`config.mk`:
```
export PLATFORM = sky130hd
export DESIGN_NAME = klingon_scan_display
export DESIGN_NICKNAME = d
export VERILOG_FILES = /design/src/rtl/klingon_pkg.sv /design/src/rtl/klingon_seg_decode.sv /design/src/rtl/klingon_scan_display.sv
export SDC_FILE = /design/constraint.sdc
export NUM_CORES = 1
export LEC_CHECK = 0
export CORE_ASPECT_RATIO = 0.9
export CORE_UTILIZATION = 55
export DETAILED_ROUTE_END_ITERATION = 10
export PLACE_DENSITY_LB_ADDON = 0.25
export SKIP_CTS_REPAIR_TIMING = 1
export SLEW_MARGIN = 10
export SYNTH_ARGS = -nofsm -noshare
export SYNTH_HDL_FRONTEND = slang
export SYNTH_SLANG_ARGS = --single-unit
```
`constraint.sdc`:
```
create_clock -name clk -period 3.45 [get_ports clk]
set_input_delay 0.5175 -clock clk [delete_from_list [all_inputs] [get_ports clk]]
set_output_delay 0.5175 -clock clk [all_outputs]
set_load 0.03 [all_outputs]
```
`src/rtl/klingon_pkg.sv`:
```
// Shared constants for the Klingon seven-segment scan display.
// Segment order is A..G with A in bit 6 and G in bit 0.
package klingon_pkg;

   localparam logic [6:0] SEG_OFF = 7'b000_0000;

   localparam logic [6:0] KLINGON_GLYPH [0:9] = '{
      7'h5B,
      7'h30,
      7'h6D,
      7'h79,
      7'h33,
      7'h5E,
      7'h1F,
      7'h72,
      7'h7F,
      7'h67
   };

endpackage

```
`src/rtl/klingon_seg_decode.sv`:
```
// Combinational glyph decoder: one 4-bit code plus a blank flag to active-high segments.
module klingon_seg_decode
   import klingon_pkg::*;
(
   input  logic [3:0] code,
   input  logic       blank,
   output logic [6:0] seg
);

   always_comb begin
      seg = SEG_OFF;
      if (!blank && (code <= 4'd9)) begin
         seg = KLINGON_GLYPH[code];
      end
   end

endmodule

```
`src/rtl/klingon_scan_display.sv`:
```
// Multiplexed Klingon-glyph display scanner with a shadow register that commits
// only at frame boundaries, so a frame is never shown half old and half new.
module klingon_scan_display
   import klingon_pkg::*;
#(
   parameter int unsigned NUM_DIGITS     = 4,
   parameter int unsigned SCAN_DIV       = 1000,
   parameter bit          SEG_ACTIVE_LOW = 1'b0
) (
   input  logic                    clk,
   input  logic                    reset,
   input  logic                    load,
   input  logic [4*NUM_DIGITS-1:0] digits_in,
   input  logic [NUM_DIGITS-1:0]   blank_mask,
   output logic [6:0]              seg,
   output logic [NUM_DIGITS-1:0]   an,
   output logic                    load_ack,
   output logic                    code_err
);

   localparam int unsigned IDX_W = (NUM_DIGITS > 1) ? $clog2(NUM_DIGITS) : 1;
   localparam int unsigned CNT_W = $clog2(SCAN_DIV);

   localparam logic [CNT_W-1:0] CNT_LAST = CNT_W'(SCAN_DIV - 1);
   localparam logic [IDX_W-1:0] IDX_LAST = IDX_W'(NUM_DIGITS - 1);

   // Pin-level values; the polarity inversion is folded into the registers.
   localparam logic [6:0]            SEG_PIN_OFF = SEG_OFF ^ {7{SEG_ACTIVE_LOW}};
   localparam logic [NUM_DIGITS-1:0] AN_PIN_RST  =
      NUM_DIGITS'(1) ^ {NUM_DIGITS{SEG_ACTIVE_LOW}};

   logic [CNT_W-1:0]        cnt_q;
   logic [IDX_W-1:0]        idx_q;
   logic [4*NUM_DIGITS-1:0] shadow_code_q;
   logic [NUM_DIGITS-1:0]   shadow_blank_q;
   logic                    pend_q;
   logic [4*NUM_DIGITS-1:0] disp_code_q;
   logic [NUM_DIGITS-1:0]   disp_blank_q;
   logic [6:0]              seg_q;
   logic [NUM_DIGITS-1:0]   an_q;
   logic                    ack_q;
   logic                    err_q;

   logic                    tick;
   logic                    frame_end;
   logic                    commit;
   logic [IDX_W-1:0]        idx_next;
   logic [NUM_DIGITS-1:0]   an_next;
   logic [4*NUM_DIGITS-1:0] src_code;
   logic [NUM_DIGITS-1:0]   src_blank;
   logic [3:0]              dec_code;
   logic                    dec_blank;
   logic [6:0]              dec_seg;
   logic                    shadow_bad;

   always_comb begin
      tick      = (cnt_q == CNT_LAST);
      frame_end = tick && (idx_q == IDX_LAST);
      commit    = frame_end && pend_q;
      idx_next  = frame_end ? '0 : idx_q + 1'b1;
      an_next   = NUM_DIGITS'(1) << idx_next;
   end

   // On a commit edge the first digit of the new frame must already come from
   // the shadow, otherwise seg would lag an by one dwell.
   always_comb begin
      src_code  = commit ? shadow_code_q : disp_code_q;
      src_blank = commit ? shadow_blank_q : disp_blank_q;
      dec_code  = src_code[4*idx_next +: 4];
      dec_blank = src_blank[idx_next];
   end

   always_comb begin
      shadow_bad = 1'b0;
      for (int i = 0; i < int'(NUM_DIGITS); i++) begin
         if (!shadow_blank_q[i] && (shadow_code_q[4*i +: 4] > 4'd9)) begin
            shadow_bad = 1'b1;
         end
      end
   end

   klingon_seg_decode u_decode (
      .code  (dec_code),
      .blank (dec_blank),
      .seg   (dec_seg)
   );

   always_ff @(posedge clk or posedge reset) begin
      if (reset) begin
         cnt_q          <= '0;
         idx_q          <= '0;
         shadow_code_q  <= '0;
         shadow_blank_q <= '1;
         pend_q         <= 1'b0;
         disp_code_q    <= '0;
         disp_blank_q   <= '1;
         seg_q          <= SEG_PIN_OFF;
         an_q           <= AN_PIN_RST;
         ack_q          <= 1'b0;
         err_q          <= 1'b0;
      end else begin
         cnt_q <= tick ? '0 : cnt_q + 1'b1;
         ack_q <= commit;

         // A load on the commit edge refills the shadow and stays pending.
         if (load) begin
            shadow_code_q  <= digits_in;
            shadow_blank_q <= blank_mask;
            pend_q         <= 1'b1;
         end else if (commit) begin
            pend_q <= 1'b0;
         end

         if (commit) begin
            disp_code_q  <= shadow_code_q;
            disp_blank_q <= shadow_blank_q;
            if (shadow_bad) begin
               err_q <= 1'b1;
            end
         end

         if (tick) begin
            idx_q <= idx_next;
            an_q  <= an_next ^ {NUM_DIGITS{SEG_ACTIVE_LOW}};
            seg_q <= dec_seg ^ {7{SEG_ACTIVE_LOW}};
         end
      end
   end

   assign seg      = seg_q;
   assign an       = an_q;
   assign load_ack = ack_q;
   assign code_err = err_q;

endmodule

```
# Word-level counts from Yosys, hierarchy flattened
# Memory sizes are Yosys's and may differ from the RTL's.
# Cells that the tools add are included.
# totals
out_inout_bits,13
romBits,112
in_bits,23
memories,1
reg_bits,66
# classes
shifts,2
muxes,15
bitwise_logic,1
eq_ne,2
n_reduce_logical,14
add_sub_neg,2
order_cmp,7
# memory_table
name,words,word_bits,read_ports,rd_ports_with_merged_regs,wr,line_no,source
(name not given),16,7,1,0,0,klingon_seg_decode.sv:13,seg = KLINGON_GLYPH[code];
# op_table
op,count
2-to-1 mux 7 bit,3
"greater-than comparator 4 bit, second input constant",4
2-to-1 mux 16 bit,1
variable part select 16 x 5 -> 4 bit,1
"adder 10 x 1 -> 10 bit, second input constant",1
"equality test 10 bit, second input constant",1
2-to-1 mux 10 bit,1
logical AND 1 bit,7
2-to-1 mux 1 bit,7
">= comparator 5 bit, second input constant",1
logical NOT 1 bit,5
inverter 4 -> 5 bit,1
"less-or-equal comparator 4 bit, second input constant",1
2-to-1 mux 4 bit,1
"<< shifter 1 x 2 -> 4 bit, first input constant",1
"< comparator 2 x 3 -> 1 bit, second input constant",1
"adder 2 x 1 -> 2 bit, second input constant",1
binary-select mux 1 bit (select 2 bit),1
"equality test 2 bit, second input constant",1
2-to-1 mux 2 bit,1
AND reduction 2 bit,1
nonzero test 2 bit,1

# Logic depth before layout (Yosys ltp)
# Gate-level depths: netlist of run 1.
# depth
ltp_word,10
ltp_mapped,14
mapped_depth_nobuf,13

# By module
# A second synthesis of run 1 with hierarchy kept.
# hier_totals
hier_cells,311
hier_area_um2,3520.9
# by_module_without_submodules
module,seq_area_each_um2,n_inst,cells_per_inst,area_per_inst_um2
klingon_scan_display,1662.8,1,281,3265.6
klingon_seg_decode,0.0,1,30,255.2

# Least setup slack after synthesis of run 1
# No wires, ideal clock.
# synth_timing
path_kind,register to register
from,register cnt_q[0]
to,"register seg_q[4], in the netlist seg[4]"
arrival_ps,3035
stages_incl_launch_ff,14
synth_period_minus_slack_ps,3131
setup_slack_ps,319
setup_ps,95
path_buffers,2
cell_sequence,dfrtp_1 ha_1 nand4b_4 or4_4 buf_6 clkbuf_1 mux2i_1 mux4_2 inv_1 ha_1 nor2_1 o21ai_2 nand3_2 o31ai_1
# synth_between
elab_chain_cells,10
# synth_rtl
item,line_no,source
from (decl),klingon_scan_display.sv:32,logic [CNT_W-1:0] cnt_q;
from (signal assigned),klingon_scan_display.sv:102,cnt_q <= tick ? '0 : cnt_q + 1'b1;
equality test 10 bit *,klingon_scan_display.sv:57,tick = (cnt_q == CNT_LAST);
logical AND 1 bit,klingon_scan_display.sv:58,frame_end = tick && (idx_q == IDX_LAST);
logical AND 1 bit,klingon_scan_display.sv:59,commit = frame_end && pend_q;
2-to-1 mux 16 bit,--,
variable part select 16 x 5 -> 4 bit,klingon_scan_display.sv:69,dec_code = src_code[4*idx_next +: 4];
inverter 4 -> 5 bit (not written as such),klingon_seg_decode.sv:13,
memory read (16 x 7 bit),--,
2-to-1 mux 7 bit (not written as such) (2 in series),klingon_seg_decode.sv:13,
2-to-1 mux 7 bit,klingon_seg_decode.sv:12,if (!blank && (code <= 4'd9)) begin
to (signal assigned),klingon_scan_display.sv:125,seg_q <= dec_seg ^ {7{SEG_ACTIVE_LOW}};
to (decl),klingon_scan_display.sv:39,logic [6:0] seg_q;
# Mark *: on every way between the ends. The rest lies on a longest branch, timed or not. The select of a mux whose other input is x is not followed.
# A chain may end at the register's enable or synchronous reset.

# Worst setup path after layout of run 1
# layout_timing
from,register idx_q[0]
to,"register seg_q[4], in the netlist seg[4]"
# layout_between
elab_chain_cells,10
# layout_rtl
item,line_no,source
from (decl),klingon_scan_display.sv:33,logic [IDX_W-1:0] idx_q;
from (signal assigned),klingon_scan_display.sv:123,idx_q <= idx_next;
equality test 2 bit *,klingon_scan_display.sv:58,
logical AND 1 bit *,klingon_scan_display.sv:58,
logical AND 1 bit *,klingon_scan_display.sv:59,
2-to-1 mux 16 bit *,--,
net src_code[1],klingon_scan_display.sv:49,logic [4*NUM_DIGITS-1:0] src_code;
variable part select 16 x 5 -> 4 bit *,klingon_scan_display.sv:69,
inverter 4 -> 5 bit (not written as such),klingon_seg_decode.sv:13,
memory read (16 x 7 bit),--,
2-to-1 mux 7 bit (not written as such) (2 in series),klingon_seg_decode.sv:13,
2-to-1 mux 7 bit *,klingon_seg_decode.sv:12,
# Mark *: on every way through the listed nets, which the timed path passes. The rest lies on a longest branch. The select of a mux whose other input is x is not followed.

==> reports/qor.yml, run 1 <==
outcome:
  status: "completed"
run:
  maxCapViolations: 0
synth:
  seq_area_frac_synth_pct: 54.0
  yosysWarnings: 0
  synthFlopType: "dfrtp_1"
  synth_fp_nets: 314
  synth_area_leaders: "dfrtp_1 46%, dfstp_2 7.7%, mux2_2 6.2%"
  syn_inst: 280
  synth_cell_types: 41
  ys_seq_elements: 66
  synth_top_area_share_pct: 46.3
  synthArstFlopShare_pct: 100
  synth_edf_count: 0
  synth_area_sq_um: 3080
  synth_top_cell_by_area: "dfrtp_1"
  synth.avg_cell_area_sq_um: 11.0
floorplanning:
  io_pins: 36
  die_x_um: 80.9
  core.rowCount: 25
  die_area_sq_um: 5900
  die_y_um: 73.0
  core_area_sq_um: 5320
  initial_core_util_pct: 57.9
sta:
  fin_crit_ns: 3.19
  rsz0062_at_grt: "false"
  finalCritPeriodShare_pct: 92.3
  fmax_ghz: 0.314
  skew_ns: 0.0108
  setup_violations: 0
  fin_ws_ns: 0.265
  worst_pin_slew_ns: 1.11
  tns_ns: 0
  finalHoldViolCount: 0
  report.final.slew_viol_count: 0
  slew_headroom_pct: 25.5
  hold_slack_ns: 0.464
routing:
  first_pass_iters: 4
  num_vias: 2184
  drc_errors: 0
  detail-route-antenna-nets: 0
  postRouteWirelength_um: 6150
  wl_per_cell_um: 15.5
  drt-initial-drc-count: 121
  route.layer.met1.wl_um: 2750
  wl_met2_um: 3040
  routed.top_layer: "met4"
  wl_met3_um: 267
  avgViaCountPerCell: 5.52
power_and_ir_drop:
  cellLeakagePower_nw: 1.81
  powerDensity_nw_per_um2: 407
  irDropWorstVdd_uv: 300
placement:
  dp_slack_ns: 0.213
  port_buffers: 35
  gp_congestion: 0.818
  dp_cells: 376
  dpl.hpwl_um: 4300
cts:
  cts_tree: "built"
  clkLatencyLatePin_ns: 0.35
  cts-buffers-inserted: 9
  clk_pin_slew_ns: 0.07
  htreeDepth: 3
  cts_root_buf: "clkbuf_8"
  cts.path.max_buffers: 2
  cts_sinks: 66
grt:
  grt_pass1_vias: 2183
  grt_use_total_pct: 24.0
  antenna_found_initial: 0
  grt-ovfl-total: 0
  grt_start_max_net_pins: 30
  grt_pass1_wl_um: 10300
layout:
  layout-drive-gt1-share_pct: 18.2
  synthToLayoutAreaGrowth_pct: 20.9
  final_nets: 358
  final_cell_mix: "56 x dfrtp_1, 47 x nand2_1, 35 x clkdlybuf4s50_1, 24 x inv_1, 24 x o21ai_0"
  fin_cells: 396
  final_common_cell: "dfrtp_1"
  multi_input_area_sq_um: 1270
  diodes: 0
  final_core_util_pct: 70.0
  seqCellArea_sq_um: 1660
  nFillCells: 406
worst_setup_path:
  cp-start-kind: "flip-flop"
  crit_type: "flip-flop to flip-flop"
  cp_max_fo: 7
  cp_data_required_time_ns: 3.70
  cp.arrival_ns: 3.43
  end_kind: "flip-flop"
min_path:
  hold_path.class: "flip-flop to flip-flop"
==> cell families (layout without fill, tap and decap cells) <==
logic type / count (synthesis) / count (layout) / share of synthesized area [%]
xor gates and xnor gates: 6 / 6 / 1.71
muxes: 30 / 30 / 12.2
DFF: 66 / 66 / 54.0
buffers and inverters: 36 / 84 / 5.00
AOI/OAI and AO/OA: 49 / 49 / 10.1
and+or+nand+nor: 82 / 83 / 12.6
adders and majority gates: 11 / 11 / 4.47
==> layer usage <==
layer	track usage [%]	up-vias
met3	7.75	14
met2	39.4	56
met5	0	-
met4	7.34	0
met1	30.3	1064
li1	-	1050
==> registers in the layout, summed over array words and instances, names as in the netlist, 2 cells and up <==
register / count
shadow_blank_q: 4
disp_blank_q: 4
seg: 7
cnt_q: 10
disp_code_q: 16
an: 4
shadow_code_q: 16
idx_q: 2
==> synth_stat cells, types with 4 or more instances <==
cell,instances
nand2_1,47
inv_1,25
o211ai_1,5
clkbuf_1,7
o41ai_1,4
xor2_1,4
nand3_1,4
a21oi_1,5
nor2_1,14
mux2_2,17
mux2i_1,9
dfrtp_1,57
o2111ai_1,4
ha_1,11
dfstp_2,9
o21ai_0,24
and3_1,4
==> power by group <==
part           internal [mW]  switching, mW
logic                 0.0431         0.0376
clock network          0.328          0.287
registers              0.800         0.0183
==> per-stage QoR <==
step	cell area, sq um	total power [mW]
2_1_floorplan	3080	0.868
3_3_place_gp	3490	0.910
3_5_place_dp	3490	0.914
4_1_cts	3670	1.53
5_1_grt	3720	1.57
6_report	3720	1.51
==> critical path, stage by stage, from the launching register on <==
cell	delay, ns
dfrtp_2	0.42
ha_2	0.23
nand2_1	0.15
or4_4	0.57
clkbuf_4	0.21
nand2_1	0.08
nand2_1	0.07
mux4_2	0.50
inv_1	0.12
ha_1	0.17
nor2_1	0.05
o21ai_2	0.11
nand3_2	0.14
o31ai_1	0.26
==> area by class of cell <==
| class | instances | area share (%) |
|---|---|---|
| timing repair buffer | 42 | 11.2 |
| inverter | 26 | 2.72 |
| multi-input combinational | 179 | 34.2 |
| clock inverter | 6 | 1.55 |
| clock buffer | 10 | 3.43 |
| sequential | 66 | 44.7 |
| tap | 67 | 2.25 |
==> path summary, 6_finish.rpt <==
| path | cells past startpoint | to | from | slack [ns] |
|---|---|---|---|---|
| min in group asynchronous | 2 | shadow_code_q[11]$_DFFE_PP0P_ | reset | 0.52 |
| min | 2 | an[0]$_DFFE_PP1N_ | an[0]$_DFFE_PP1N_ | 0.46 |
| max in group asynchronous | 3 | shadow_blank_q[1]$_DFFE_PP1P_ | reset | 2.21 |
| min reg2reg | 2 | an[0]$_DFFE_PP1N_ | an[0]$_DFFE_PP1N_ | 0.46 |
| max | 13 | seg[4]$_DFFE_PP0N_ | idx_q[0]$_DFFE_PP0N_ | 0.26 |
| max reg2reg | 13 | seg[4]$_DFFE_PP0N_ | idx_q[0]$_DFFE_PP0N_ | 0.26 |
No activity file was read; power rests on OpenSTA's default activity.
==> run 2: changes to the inputs <==
--- a/config.mk
+++ b/config.mk
@@ -5,8 +5,10 @@
 export SDC_FILE = /design/constraint.sdc
 export NUM_CORES = 1
 export LEC_CHECK = 0
+export CAP_MARGIN = 25
 export CORE_ASPECT_RATIO = 0.9
 export CORE_UTILIZATION = 55
+export CTS_BUF_LIST = sky130_fd_sc_hd__clkbuf_16
 export DETAILED_ROUTE_END_ITERATION = 10
 export PLACE_DENSITY_LB_ADDON = 0.25
 export SKIP_CTS_REPAIR_TIMING = 1
==> run 2 against run 1 <==
Sequential share of layout area fell by 1.4 points. Die area is the same. Utilization grew 2.2 points. Register-to-register slack got worse by 0.03 ns. First-iteration DRC count is 23% lower. Non-clock buffer count rose by 1. Final area increased by 3.1%. Wire length grew 5.9%. Power is 17% higher. Clock-buffer cell count down 1. Global-route usage increased by 1.5 points. Critical path type unchanged. Largest cell class unchanged. Largest power group is now clock.
==> reports/qor.yml, run 2 (synthesized netlist as in run 1, its figures left out) <==
outcome:
  status: "completed"
cts:
  cts_root_buf: "clkbuf_16"
  cts_sinks: 66
  htreeDepth: 3
  cts-buffers-inserted: 9
  cts.path.max_buffers: 2
  clk_pin_slew_ns: 0.05
  cts_tree: "built"
  clkLatencyLatePin_ns: 0.33
min_path:
  hold_start: "an[0]$_DFFE_PP1N_"
  hold_depth: 2
  whs_endpoint: "an[0]$_DFFE_PP1N_"
  hold_path.class: "flip-flop to flip-flop"
worst_setup_path:
  cp_max_fo: 7
  cp.arrival_ns: 3.44
  rrSetupSlack_ns: 0.24
  cp_data_required_time_ns: 3.68
  crit_type: "flip-flop to flip-flop"
  end_kind: "flip-flop"
  r2r_cells: 13
  r2r_end: "seg[4]$_DFFE_PP0N_"
  reg2reg_from: "idx_q[0]$_DFFE_PP0N_"
  cp-start-kind: "flip-flop"
routing:
  wl_per_cell_um: 16.4
  drt-initial-drc-count: 93
  num_vias: 2183
  postRouteWirelength_um: 6510
  avgViaCountPerCell: 5.50
  first_pass_iters: 4
  detail-route-antenna-nets: 0
  drc_errors: 0
sta:
  skew_ns: 0.0103
  finalHoldViolCount: 0
  rsz0062_at_grt: "false"
  hold_slack_ns: 0.465
  fmax_ghz: 0.311
  report.final.slew_viol_count: 0
  setup_violations: 0
  fin_crit_ns: 3.21
  worst_pin_slew_ns: 0.541
  tns_ns: 0
  finalCritPeriodShare_pct: 93.1
  slew_headroom_pct: 63.5
layout:
  final_common_cell: "dfrtp_1"
  final_cell_mix: "56 x dfrtp_1, 47 x nand2_1, 35 x clkdlybuf4s50_1, 25 x inv_1, 24 x o21ai_0"
  synthToLayoutAreaGrowth_pct: 24.7
  nFillCells: 394
  reg_top3: "disp_code_q x16, shadow_code_q x16, cnt_q x10"
  multi_input_area_sq_um: 1270
  seqCellArea_sq_um: 1660
  diodes: 0
  layout-drive-gt1-share_pct: 18.5
  final_nets: 359
grt:
  grt-ovfl-total: 0
  antenna_found_initial: 0
  grt_start_max_net_pins: 30
  use_met3_pct: 8.88
  grtUsageMet2_pct: 42.5
  grt_use_total_pct: 25.5
  grt-busiest-layer: "met2"
  grt_pass1_vias: 2253
  met1_usage_pct: 30.7
  grt_pass1_wl_um: 10800
floorplanning:
  die_y_um: 73.0
  die_x_um: 80.9
  die_area_sq_um: 5900
  initial_core_util_pct: 57.9
  io_pins: 36
  core_area_sq_um: 5320
  core.rowCount: 25
power_and_ir_drop:
  swShare_pct: 21.3
  irDropWorstVdd_uv: 391
  p_seq_share_pct: 46.2
  p_total_mw: 1.77
  cellLeakagePower_nw: 1.86
  powerDensity_nw_per_um2: 462
  p_comb_share_pct: 4.7
  p_clk_share_pct: 49.1
  p_int_mw: 1.40
  p_sw_mw: 0.379
placement:
  gp_congestion: 0.818
  dpl.hpwl_um: 4300
  port_buffers: 35
run:
  maxCapViolations: 0
==> run 2: critical path, stage by stage (launching register included) <==
cell      delay [ns]
dfrtp_2         0.41
ha_2            0.23
nand2_1         0.15
or4_4           0.57
clkbuf_4        0.21
nand2_1         0.08
nand2_1         0.08
mux4_2          0.51
inv_1           0.13
ha_1            0.18
nor2_1          0.05
o21ai_2         0.11
nand3_2         0.15
o31ai_1         0.26
==> run 2: metrics by stage <==
stage               instances  setup WS [ns]  instance area, sq um  utilization [%]
CTS                       392          0.218                  3770             71.0
global route              397         0.0379                  3840             72.2
global placement          376          0.331                  3490             65.6
floorplan                 280          0.319                  3080                -
finish                    397          0.239                  3840             72.2
detailed placement        376          0.213                  3490             65.6
==> run 2: routing by layer <==
metal	up-vias	part of all wire, %
met1	1077	44
li1	1050	-
met5	-	0
met3	10	3.9
met2	46	50
met4	0	1.5
==> run 2: power by group through the flow <==
| stage | Combinational, mW | Sequential (mW) | Clock, mW |
|---|---|---|---|
| 3_5_place_dp | 0.0824 | 0.832 | 0 |
| 5_1_grt | 0.0927 | 0.822 | 0.916 |
| 6_report | 0.0829 | 0.820 | 0.871 |
| 4_1_cts | 0.0830 | 0.820 | 0.882 |
| 2_1_floorplan | 0.0444 | 0.824 | 0 |
| 3_3_place_gp | 0.0797 | 0.831 | 0 |
==> run 2: cell type report <==
class | instances | area share (%)
clock inverters | 7 | 1.60
flip-flops and latches | 66 | 43.3
clock buffers | 9 | 5.87
multi-input cells | 179 | 33.2
well taps | 67 | 2.18
repair buffers | 43 | 11.2
inverters | 26 | 2.64
==> run 2: worst max-delay path by stage <==
stage	from	endpoint	slack (ns)	depth (start not counted)
4_1_cts	cnt_q[0]$_DFF_PP0_	seg[4]$_DFFE_PP0N_	0.22	11
6_report	idx_q[0]$_DFFE_PP0N_	seg[4]$_DFFE_PP0N_	0.24	13
5_1_grt	idx_q[1]$_DFFE_PP0N_	seg[4]$_DFFE_PP0N_	0.04	13
3_3_place_gp	cnt_q[0]$_DFF_PP0_	seg[4]$_DFFE_PP0N_	0.33	11
3_5_place_dp	cnt_q[0]$_DFF_PP0_	seg[3]$_DFFE_PP0N_	0.21	11
2_1_floorplan	cnt_q[0]$_DFF_PP0_	seg[4]$_DFFE_PP0N_	0.32	13
==> run 3: changes to the inputs <==
--- a/config.mk
+++ b/config.mk
@@ -5,8 +5,10 @@
 export SDC_FILE = /design/constraint.sdc
 export NUM_CORES = 1
 export LEC_CHECK = 0
+export ABC_CLOCK_PERIOD_IN_PS = 3450
 export CAP_MARGIN = 25
 export CORE_ASPECT_RATIO = 0.9
+export CORE_MARGIN = 4
 export CORE_UTILIZATION = 55
 export CTS_BUF_LIST = sky130_fd_sc_hd__clkbuf_16
 export DETAILED_ROUTE_END_ITERATION = 10
==> run 3 against run 2 <==
First-iteration DRC count grew 6.5%. Maximum frequency shrank 1.8%. Hold slack gained 0.0042 ns. Critical path type unchanged.
==> reports/qor.yml, run 3 (synthesized netlist as in run 1, its figures left out) <==
layout:
  final_cell_mix: "57 x dfrtp_1, 47 x nand2_1, 35 x clkdlybuf4s50_1, 24 x inv_1, 24 x o21ai_0"
  layout-drive-gt1-share_pct: 16.0
  final_common_cell: "dfrtp_1"
  diodes: 0
  fin_cells: 391
  design_area_sq_um: 3830
  reg_top3: "disp_code_q x16, shadow_code_q x16, cnt_q x10"
  final_nets: 353
  synthToLayoutAreaGrowth_pct: 24.3
placement:
  gp_congestion: 0.769
  dp_cells: 375
  port_buffers: 35
  dpl.hpwl_um: 4150
  dpl-instance-area_sq_um: 3490
  dp_slack_ns: 0.204
sta:
  fin_ws_ns: 0.181
  rsz0062_at_grt: "false"
  finalHoldViolCount: 0
  setup_violations: 0
  finalCritPeriodShare_pct: 94.7
  report.final.slew_viol_count: 0
  worst_pin_slew_ns: 1.01
  skew_ns: 0.00391
  fin_crit_ns: 3.27
  fmax_ghz: 0.306
  tns_ns: 0
  slew_headroom_pct: 32.7
routing:
  drt-initial-drc-count: 99
  detail-route-antenna-nets: 0
  wl_per_cell_um: 15.3
  drc_errors: 0
  num_vias: 2146
  first_pass_iters: 4
  postRouteWirelength_um: 5990
  avgViaCountPerCell: 5.49
power_and_ir_drop:
  powerDensity_nw_per_um2: 500
  p_total_mw: 1.91
  p_seq_share_pct: 42.8
  p_int_mw: 1.54
  p_sw_mw: 0.371
  p_clk_share_pct: 53.0
  p_comb_share_pct: 4.2
  cellLeakagePower_nw: 1.86
  swShare_pct: 19.4
  irDropWorstVdd_uv: 395
cts:
  cts_tree: "built"
  htreeDepth: 3
  cts_root_buf: "clkbuf_16"
  cts-buffers-inserted: 9
  clkLatencyLatePin_ns: 0.33
  cts.path.max_buffers: 2
  cts_sinks: 66
  clk_pin_slew_ns: 0.05
floorplanning:
  io_pins: 36
  initial_core_util_pct: 57.6
  core_area_sq_um: 5350
  die_x_um: 86.9
  die_area_sq_um: 6860
  core.rowCount: 25
  die_y_um: 79.0
worst_setup_path:
  crit_top_cell: "ha_1"
  rrSetupSlack_ns: 0.18
  r2r_end: "seg[3]$_DFFE_PP0N_"
  crit_chain: "ha_1 > nand4b_4 > or4_4 > mux2i_1 > mux4_2 > inv_1 > ha_1 > nor2_1 > o21ai_2 > nand3_2 > o31ai_1"
  slowest_stage: "or4_4"
  cp-start-kind: "flip-flop"
  end_kind: "flip-flop"
  r2r_cells: 11
  reg2reg_from: "cnt_q[0]$_DFF_PP0_"
  crit_type: "flip-flop to flip-flop"
  cp_data_required_time_ns: 3.68
  cp.arrival_ns: 3.50
  cp_max_fo: 23
  max_stage_delay_ns: 0.72
grt:
  grt_start_max_net_pins: 67
  grt-ovfl-total: 0
  grt_use_total_pct: 19.3
  grt_pass1_wl_um: 10100
  grt_pass1_vias: 2240
  antenna_found_initial: 0
min_path:
  hold_path.class: "flip-flop to flip-flop"
  hold_start: "an[1]$_DFFE_PP0N_"
  whs_endpoint: "an[1]$_DFFE_PP0N_"
  hold_depth: 2
outcome:
  status: "completed"
run:
  maxCapViolations: 0
## run 3: changes by cell type in the layout (fill, tap and decap cells not counted), moves of 2 or more
cell	previous run	this run
buf_4	5	2
bufinv_16	1	3
clkinv_2	4	2
clkinv_1	0	2
## run 3: per-stage QoR
| stage | hold WS, ns | util [%] |
|---|---|---|
| after global routing | 0.489 | 71.6 |
| final | 0.469 | 71.6 |
| after CTS | 0.468 | 71.5 |
| after floorplan | 0.436 | - |
| after detailed placement | 0.455 | 65.3 |
| after global placement | 0.447 | 65.3 |
## run 3: area by class of cell
cell class | count | area (sq um)
flip-flops and latches | 66 | 1660
repair buffers | 38 | 385
clock buffers | 9 | 225
fillers | 383 | 1520
multi-input cells | 178 | 1260
clock inverters | 7 | 108
well taps | 67 | 83.8
inverters | 26 | 101
## run 3: worst max path at each step
stage,start,end,slack [ns],depth (start not counted)
final,cnt_q[0]$_DFF_PP0_,seg[3]$_DFFE_PP0N_,0.18,11
after global routing,cnt_q[0]$_DFF_PP0_,seg[4]$_DFFE_PP0N_,0.004,11
after CTS,idx_q[0]$_DFFE_PP0N_,seg[3]$_DFFE_PP0N_,0.18,13
after detailed placement,cnt_q[0]$_DFF_PP0_,seg[4]$_DFFE_PP0N_,0.20,11
after global placement,cnt_q[0]$_DFF_PP0_,seg[4]$_DFFE_PP0N_,0.32,11
after floorplan,cnt_q[0]$_DFF_PP0_,seg[4]$_DFFE_PP0N_,0.32,13
## run 3: metal layers
| layer | vias up | part of all wire (%) | track usage (%) |
|---|---|---|---|
| li1 | 1039 | - | - |
| met1 | 1057 | 44 | 22.8 |
| met2 | 41 | 51 | 32.7 |
| met3 | 9 | 3.8 | 6.95 |
| met4 | 0 | 1.6 | 5.92 |
| met5 | - | 0 | 0 |
## run 3: worst max-delay path: cells and delay by family, from the launching register on
kind            cells  cell delay [ns]
flops               1             0.37
fa+ha+maj           2             0.43
simple gates        4             1.08
mux                 2             0.78
buf+inv             1             0.12
compound gates      2             0.38
## run 3: power groups by stage
stage	registers [mW]	clock network, mW	logic [mW]
after global placement	0.831	0	0.0803
final	0.819	1.01	0.0809
after global routing	0.821	1.07	0.0906
after detailed placement	0.831	0	0.0828
after floorplan	0.824	0	0.0444
after CTS	0.818	1.03	0.0830
